`src/rtl/psram_ddr_sequencer.sv`:
```
// rtl/psram_ddr_sequencer.sv - single-request PSRAM DDR transaction sequencer
// Produces per-clock ODDR D0/D1/TX values and captures IDDR read data after RD_DELAY.
module psram_ddr_sequencer #(
  parameter int LATENCY     = 6,
  parameter int RD_DELAY    = 4,
  parameter int CS_RECOVERY = 2
) (
  input  logic        clk,
  input  logic        reset,
  input  logic        req_valid,
  output logic        req_ready,
  input  logic        req_write,
  input  logic [21:0] req_address,
  input  logic [15:0] req_wdata,
  input  logic [1:0]  req_wmask,
  output logic        rsp_valid,
  output logic [15:0] rsp_rdata,
  output logic        busy,
  output logic        cs_n,
  output logic        ck_d0,
  output logic        ck_d1,
  output logic [7:0]  dq_d0,
  output logic [7:0]  dq_d1,
  output logic        dq_tx,
  output logic        rwds_d0,
  output logic        rwds_d1,
  output logic        rwds_tx,
  input  logic [15:0] dq_in
);

  typedef enum logic [2:0] {
    IDLE, CMD0, CMD1, CMD2, LAT, DATA, WAIT_RD, RECOV
  } state_t;

  localparam logic [7:0] LAT_LOAD = 8'(LATENCY - 1);
  localparam logic [7:0] RD_LOAD  = 8'(RD_DELAY - 1);
  localparam logic [7:0] REC_LOAD = 8'(CS_RECOVERY - 1);

  state_t      state, next_state;
  logic [7:0]  cnt, next_cnt;
  logic [47:0] ca_q;
  logic [15:0] wdata_q;
  logic [1:0]  wmask_q;
  logic        write_q;

  logic        accept;
  logic [47:0] ca_req, ca_cur;
  logic [15:0] wdata_cur;
  logic [1:0]  wmask_cur;
  logic        write_cur;
  logic        capture;

  logic       n_cs_n, n_ck_d0, n_dq_tx, n_rwds_d0, n_rwds_d1, n_rwds_tx;
  logic [7:0] n_dq_d0, n_dq_d1;

  assign accept  = (state == IDLE) && req_valid && req_ready;
  assign ca_req  = {~req_write, 1'b0, 1'b1, 10'b0, req_address[21:3], 13'b0, req_address[2:0]};
  // Outputs are registered from next_state, so CMD0 must see the request directly.
  assign ca_cur    = accept ? ca_req    : ca_q;
  assign wdata_cur = accept ? req_wdata : wdata_q;
  assign wmask_cur = accept ? req_wmask : wmask_q;
  assign write_cur = accept ? req_write : write_q;
  assign capture   = (state == WAIT_RD) && (next_state == RECOV);

  always_comb begin
    next_state = state;
    next_cnt   = cnt;
    case (state)
      IDLE: if (accept) next_state = CMD0;
      CMD0: next_state = CMD1;
      CMD1: next_state = CMD2;
      CMD2: begin
        next_state = LAT;
        next_cnt   = LAT_LOAD;
      end
      LAT: begin
        if (cnt == 8'd0) next_state = DATA;
        else             next_cnt   = cnt - 8'd1;
      end
      DATA: begin
        if (write_q) begin
          next_state = RECOV;
          next_cnt   = REC_LOAD;
        end else begin
          next_state = WAIT_RD;
          next_cnt   = RD_LOAD;
        end
      end
      WAIT_RD: begin
        if (cnt == 8'd0) begin
          next_state = RECOV;
          next_cnt   = REC_LOAD;
        end else begin
          next_cnt = cnt - 8'd1;
        end
      end
      RECOV: begin
        if (cnt == 8'd0) next_state = IDLE;
        else             next_cnt   = cnt - 8'd1;
      end
      default: next_state = IDLE;
    endcase
  end

  always_comb begin
    n_cs_n    = 1'b1;
    n_ck_d0   = 1'b0;
    n_dq_tx   = 1'b1;
    n_dq_d0   = 8'h00;
    n_dq_d1   = 8'h00;
    n_rwds_tx = 1'b1;
    n_rwds_d0 = 1'b0;
    n_rwds_d1 = 1'b0;
    case (next_state)
      CMD0, CMD1, CMD2: begin
        n_cs_n  = 1'b0;
        n_ck_d0 = 1'b1;
        n_dq_tx = 1'b0;
        if (next_state == CMD0) begin
          n_dq_d0 = ca_cur[47:40];
          n_dq_d1 = ca_cur[39:32];
        end else if (next_state == CMD1) begin
          n_dq_d0 = ca_cur[31:24];
          n_dq_d1 = ca_cur[23:16];
        end else begin
          n_dq_d0 = ca_cur[15:8];
          n_dq_d1 = ca_cur[7:0];
        end
      end
      LAT, WAIT_RD: begin
        n_cs_n  = 1'b0;
        n_ck_d0 = 1'b1;
      end
      DATA: begin
        n_cs_n  = 1'b0;
        n_ck_d0 = 1'b1;
        if (write_cur) begin
          // RWDS high during a write data beat masks that byte.
          n_dq_tx   = 1'b0;
          n_rwds_tx = 1'b0;
          n_dq_d0   = wdata_cur[15:8];
          n_dq_d1   = wdata_cur[7:0];
          n_rwds_d0 = ~wmask_cur[1];
          n_rwds_d1 = ~wmask_cur[0];
        end
      end
      default: ;
    endcase
  end

  always_ff @(posedge clk) begin
    if (reset) begin
      state     <= IDLE;
      cnt       <= 8'd0;
      ca_q      <= 48'd0;
      wdata_q   <= 16'd0;
      wmask_q   <= 2'd0;
      write_q   <= 1'b0;
      req_ready <= 1'b0;
      busy      <= 1'b1;
      rsp_valid <= 1'b0;
      rsp_rdata <= 16'd0;
      cs_n      <= 1'b1;
      ck_d0     <= 1'b0;
      ck_d1     <= 1'b0;
      dq_d0     <= 8'h00;
      dq_d1     <= 8'h00;
      dq_tx     <= 1'b1;
      rwds_d0   <= 1'b0;
      rwds_d1   <= 1'b0;
      rwds_tx   <= 1'b1;
    end else begin
      state <= next_state;
      cnt   <= next_cnt;
      if (accept) begin
        ca_q    <= ca_req;
        wdata_q <= req_wdata;
        wmask_q <= req_wmask;
        write_q <= req_write;
      end
      req_ready <= (next_state == IDLE);
      busy      <= (next_state != IDLE);
      rsp_valid <= capture;
      if (capture) rsp_rdata <= dq_in;
      cs_n    <= n_cs_n;
      ck_d0   <= n_ck_d0;
      ck_d1   <= 1'b0;
      dq_d0   <= n_dq_d0;
      dq_d1   <= n_dq_d1;
      dq_tx   <= n_dq_tx;
      rwds_d0 <= n_rwds_d0;
      rwds_d1 <= n_rwds_d1;
      rwds_tx <= n_rwds_tx;
    end
  end

endmodule
```
`config.mk`:
```
export PLATFORM = sky130hd
export DESIGN_NAME = psram_ddr_sequencer
export DESIGN_NICKNAME = d
export VERILOG_FILES = /design/src/rtl/psram_ddr_sequencer.sv
export SDC_FILE = /design/constraint.sdc
export NUM_CORES = 1
export LEC_CHECK = 0
export ABC_AREA = 0
export BUFFER_PORTS_ARGS = -buffer_cell sky130_fd_sc_hd__buf_2
export CAP_MARGIN = 20
export CORE_MARGIN = 3
export CORE_UTILIZATION = 23
export CTS_BUF_LIST = sky130_fd_sc_hd__clkbuf_16
export DETAILED_ROUTE_END_ITERATION = 10
export PLACE_DENSITY = 0.51
export RECOVER_POWER = 25
export REMOVE_ABC_BUFFERS = 1
export SLEW_MARGIN = 20
export SYNTH_ARGS = -nofsm -noshare
export SYNTH_HDL_FRONTEND = slang
export SYNTH_SLANG_ARGS = --single-unit
```
`constraint.sdc`:
```
create_clock -name clk -period 1.9 [get_ports clk]
set_clock_uncertainty 0.1 [all_clocks]
set_input_delay 0.38 -clock clk [delete_from_list [all_inputs] [get_ports clk]]
set_output_delay 0.38 -clock clk [all_outputs]
set_load 0.05 [all_outputs]
```
==> results.py <==
metrics = {
    "worst_setup_path": {
        "critPathMaxFanout": 5,
        "max_stage_delay_ps": 420,
        "r2r-start": "cnt[0]",
        "critPathKind": "reg -> reg",
        "r2r_cells": 7,
        "cp-end-kind": "register",
        "worstPathArrival_ps": 1980,
        "r2r_setup_slack_ps": 50,
        "worstPathRequired_ps": 2040,
        "slowest_stage": "or3b_4",
        "crit_buf_inv": 2,
        "cpLargestDelayFamily": "simple AND/OR/NAND/NOR gates",
        "r2r-end": "cnt[5]",
        "path_cells": "inv_1 -> ha_2 -> or3b_4 -> o31ai_4 -> buf_4 -> a211oi_2 -> mux2i_1",
        "start_kind": "register",
    },
    "logic_synthesis": {
        "yosysWarnings": 0,
        "synth_edf_count": 0,
        "syn_area_per_cell_um2": 8.38,
        "ys_types": 49,
        "syn_area_mm2": 0.00405,
        "synth_seq_cells": 103,
        "synthCells": 484,
        "synth_top_area_cell": "dfxtp_1",
        "synthMostInstantiatedCell": "nand2_1",
        "synth_common_cells": "nand2_1 (104), dfxtp_1 (103), a21oi_1 (62)",
        "seq_area_frac_synth": 0.509,
        "async_flop_share": 0,
        "ys_top_cells_by_area": "dfxtp_1 (51%), nand2_1 (9.6%), a21oi_1 (7.7%), nand3_1 (3.6%), clkbuf_1 (2.9%)",
        "yosysTopAreaCellShare": 0.509,
        "synth_flop_cell": "dfxtp_1",
    },
    "layout": {
        "areaGrowthSynthToFinish_pct": 32.0,
        "post-route-util": 0.316,
        "antenna_cells": 0,
        "nets": 657,
        "drive_gt1_frac": 0.230,
        "register_area_mm2": 0.00206,
        "final_cells": 820,
        "multi_input_area_mm2": 0.00188,
        "n_fill_cell": 1847,
    },
    "global_route": {
        "antenna_found_initial": 0,
        "grt_use_met2": 0.202,
        "grt_use_total": 0.123,
        "grt_pass1_wl_mm": 19.2,
        "gr-total-overflow": 0,
        "grt.busiest_layer": "met2",
        "globalRouteMet1Util": 0.157,
        "grt_use_met3": 0.0255,
        "grt_pass1_vias": 3798,
        "grt_max_degree": 48,
    },
    "clock_network": {
        "postCtsHoldBufs": 0,
        "clk_transition_reported_paths_ps": 70,
        "cts_buffers": 9,
        "clk_latency_ps": 360,
        "cts_buffer_depth": 2,
        "cts_root_buffer": "clkbuf_16",
        "clock-sinks": 103,
        "cts_tree": "built",
        "htreeDepth": 3,
    },
    "timing": {
        "post-route-period-util": 0.973,
        "slew_violations": 0,
        "tightest_slew_ps": 665,
        "final.min_clock_period_ps": 1850,
        "timing.fmax_mhz": 541,
        "maxSlewHeadroom": 0.559,
        "setup_viol": 0,
        "fin_setup_tns_ps": 0,
        "setup_ws_ps": 51.9,
        "hold_viol_final": 0,
    },
    "pwr": {
        "p_leak_nw": 2.19,
        "seq_power_share": 0.461,
        "p_switching_mw": 1.41,
        "vdd_drop_max_mv": 0.414,
        "power_density_mw_per_mm2": 930,
        "p_int_mw": 3.56,
        "swShare": 0.284,
        "p_clk_frac": 0.370,
        "comb_power_share": 0.169,
        "p_total_mw": 4.97,
    },
    "hold_path": {
        "hold_path_depth": 3,
        "min_to": "ca_q[23]",
        "hold_class": "in -> reg",
        "min_from": "req_address[10]",
    },
    "floorplan": {
        "initial_core_util": 0.239,
        "rows": 47,
        "dieArea_mm2": 0.0193,
        "chipWidth_um": 139,
        "die_height_um": 139,
        "core_mm2": 0.0169,
        "top_level_ports": 102,
    },
    "placement": {
        "pre_cts_slack_ps": -20.3,
        "place_hpwl_mm": 8.57,
        "port_buffers": 100,
        "routabilityCongestion": 0.831,
        "placedCellCount": 803,
    },
    "route": {
        "drtIter0Drc": 171,
        "drtAntennaViolNets": 0,
        "routed-via-count": 3808,
        "drc_errors": 0,
        "vias_per_cell": 4.64,
        "firstDrtPassIters": 5,
        "wire_per_inst_um": 14.8,
        "wl_mm": 12.1,
    },
    "status": {
        "run_status": "completed",
    },
    "job": {
        "maxCapViolCount": 0,
    },
}
==> power groups by stage <==
stage	sequential (mW)	clock (mW)	combinational, mW
floorplan	2.45	0	0.330
global placement	2.34	0	0.815
finish	2.29	1.84	0.841
detailed placement	2.34	0	0.828
global route	2.30	2.00	0.916
CTS	2.29	1.90	0.833
==> registers in the layout, summed over array words and instances, names as in the netlist, 2 cells and up <==
register and cells:
dq_d1 8, wdata_q 16, ca_q 32, wmask_q 2, state 3, rsp_rdata 16, cnt 8, dq_d0 8
==> tightest hold or removal path: cells and delay by family <==
family | cells | cell delay, ps
and+or+nand+nor | 1 | 50
buffers and inverters | 1 | 90
AOI/OAI and AO/OA | 1 | 50
==> metrics by stage <==
step                      instance area [um^2]  hold slack, ps
after floorplan                           3880             330
after global placement                    5010             336
after detailed placement                  5010             344
after CTS                                 5310             149
after global routing                      5350             154
final                                     5350             159
==> area by class of cell <==
type                    count  share of cell area
clock inverters             6              0.0117
flip-flops and latches    103               0.385
multi-input cells         333               0.352
clock buffers               9              0.0421
repair buffers            143               0.153
well taps                 220              0.0514
inverters                   6             0.00421
==> worst max path at each step <==
stage	slack [ps]	end	cells after the start	startpoint
after floorplan	-1460	rwds_d0	4	state[2]
after global placement	40	cnt[3]	6	cnt[0]
after detailed placement	-20	cnt[3]	6	cnt[1]
after CTS	-10	cnt[5]	6	cnt[0]
after global routing	-20	cnt[5]	7	cnt[0]
final	50	cnt[5]	7	cnt[0]
==> metal layers <==
| layer | share of wire | vias up |
|---|---|---|
| met4 | 0.025 | 0 |
| met3 | 0.036 | 23 |
| li1 | - | 1894 |
| met5 | 0 | - |
| met2 | 0.47 | 90 |
| met1 | 0.46 | 1801 |
==> layout by cell type (no fill, tap or decap), types with 2 or more instances in the layout <==
cell / synthesis / final
nand4_1: 3 / 3
inv_1: 6 / 8
or3_1: 3 / 3
a21oi_2: 0 / 2
a21oi_1: 62 / 60
nor2_1: 11 / 11
buf_12: 0 / 3
and3_1: 13 / 13
buf_2: 7 / 65
a22o_1: 5 / 4
dfxtp_1: 103 / 103
inv_6: 0 / 2
o21ai_1: 3 / 3
buf_4: 2 / 39
clkbuf_1: 31 / 35
a31oi_1: 12 / 12
a211oi_1: 5 / 3
nand2_1: 104 / 104
mux2i_1: 10 / 10
nor3b_2: 0 / 2
a211oi_2: 0 / 2
nand3b_1: 3 / 3
clkbuf_16: 0 / 9
o21ai_0: 22 / 22
and2_1: 5 / 5
nor3_1: 4 / 3
a2111oi_2: 1 / 2
a21o_1: 12 / 12
nand3_1: 29 / 29
==> cells by family (layout without fill, tap and decap cells) <==
| logic type | after synthesis | in the layout | share of synthesized area |
|---|---|---|---|
| AOI/OAI and AO/OA | 133 | 133 | 0.199 |
| adders and majority gates | 1 | 1 | 0.00309 |
| buffers and inverters | 48 | 164 | 0.0485 |
| DFF | 103 | 103 | 0.509 |
| muxes | 10 | 10 | 0.0247 |
| other | 1 | 1 | 0.000925 |
| and+or+nand+nor | 188 | 188 | 0.215 |
==> repair_timing <==
item | CTS | global route
buffers inserted | 0 | 2
pin swaps | 1 | 5
gates resized for setup | 3 | 13
endpoints found under the setup margin | 5 | 26
No activity file was read; power rests on OpenSTA's default activity.
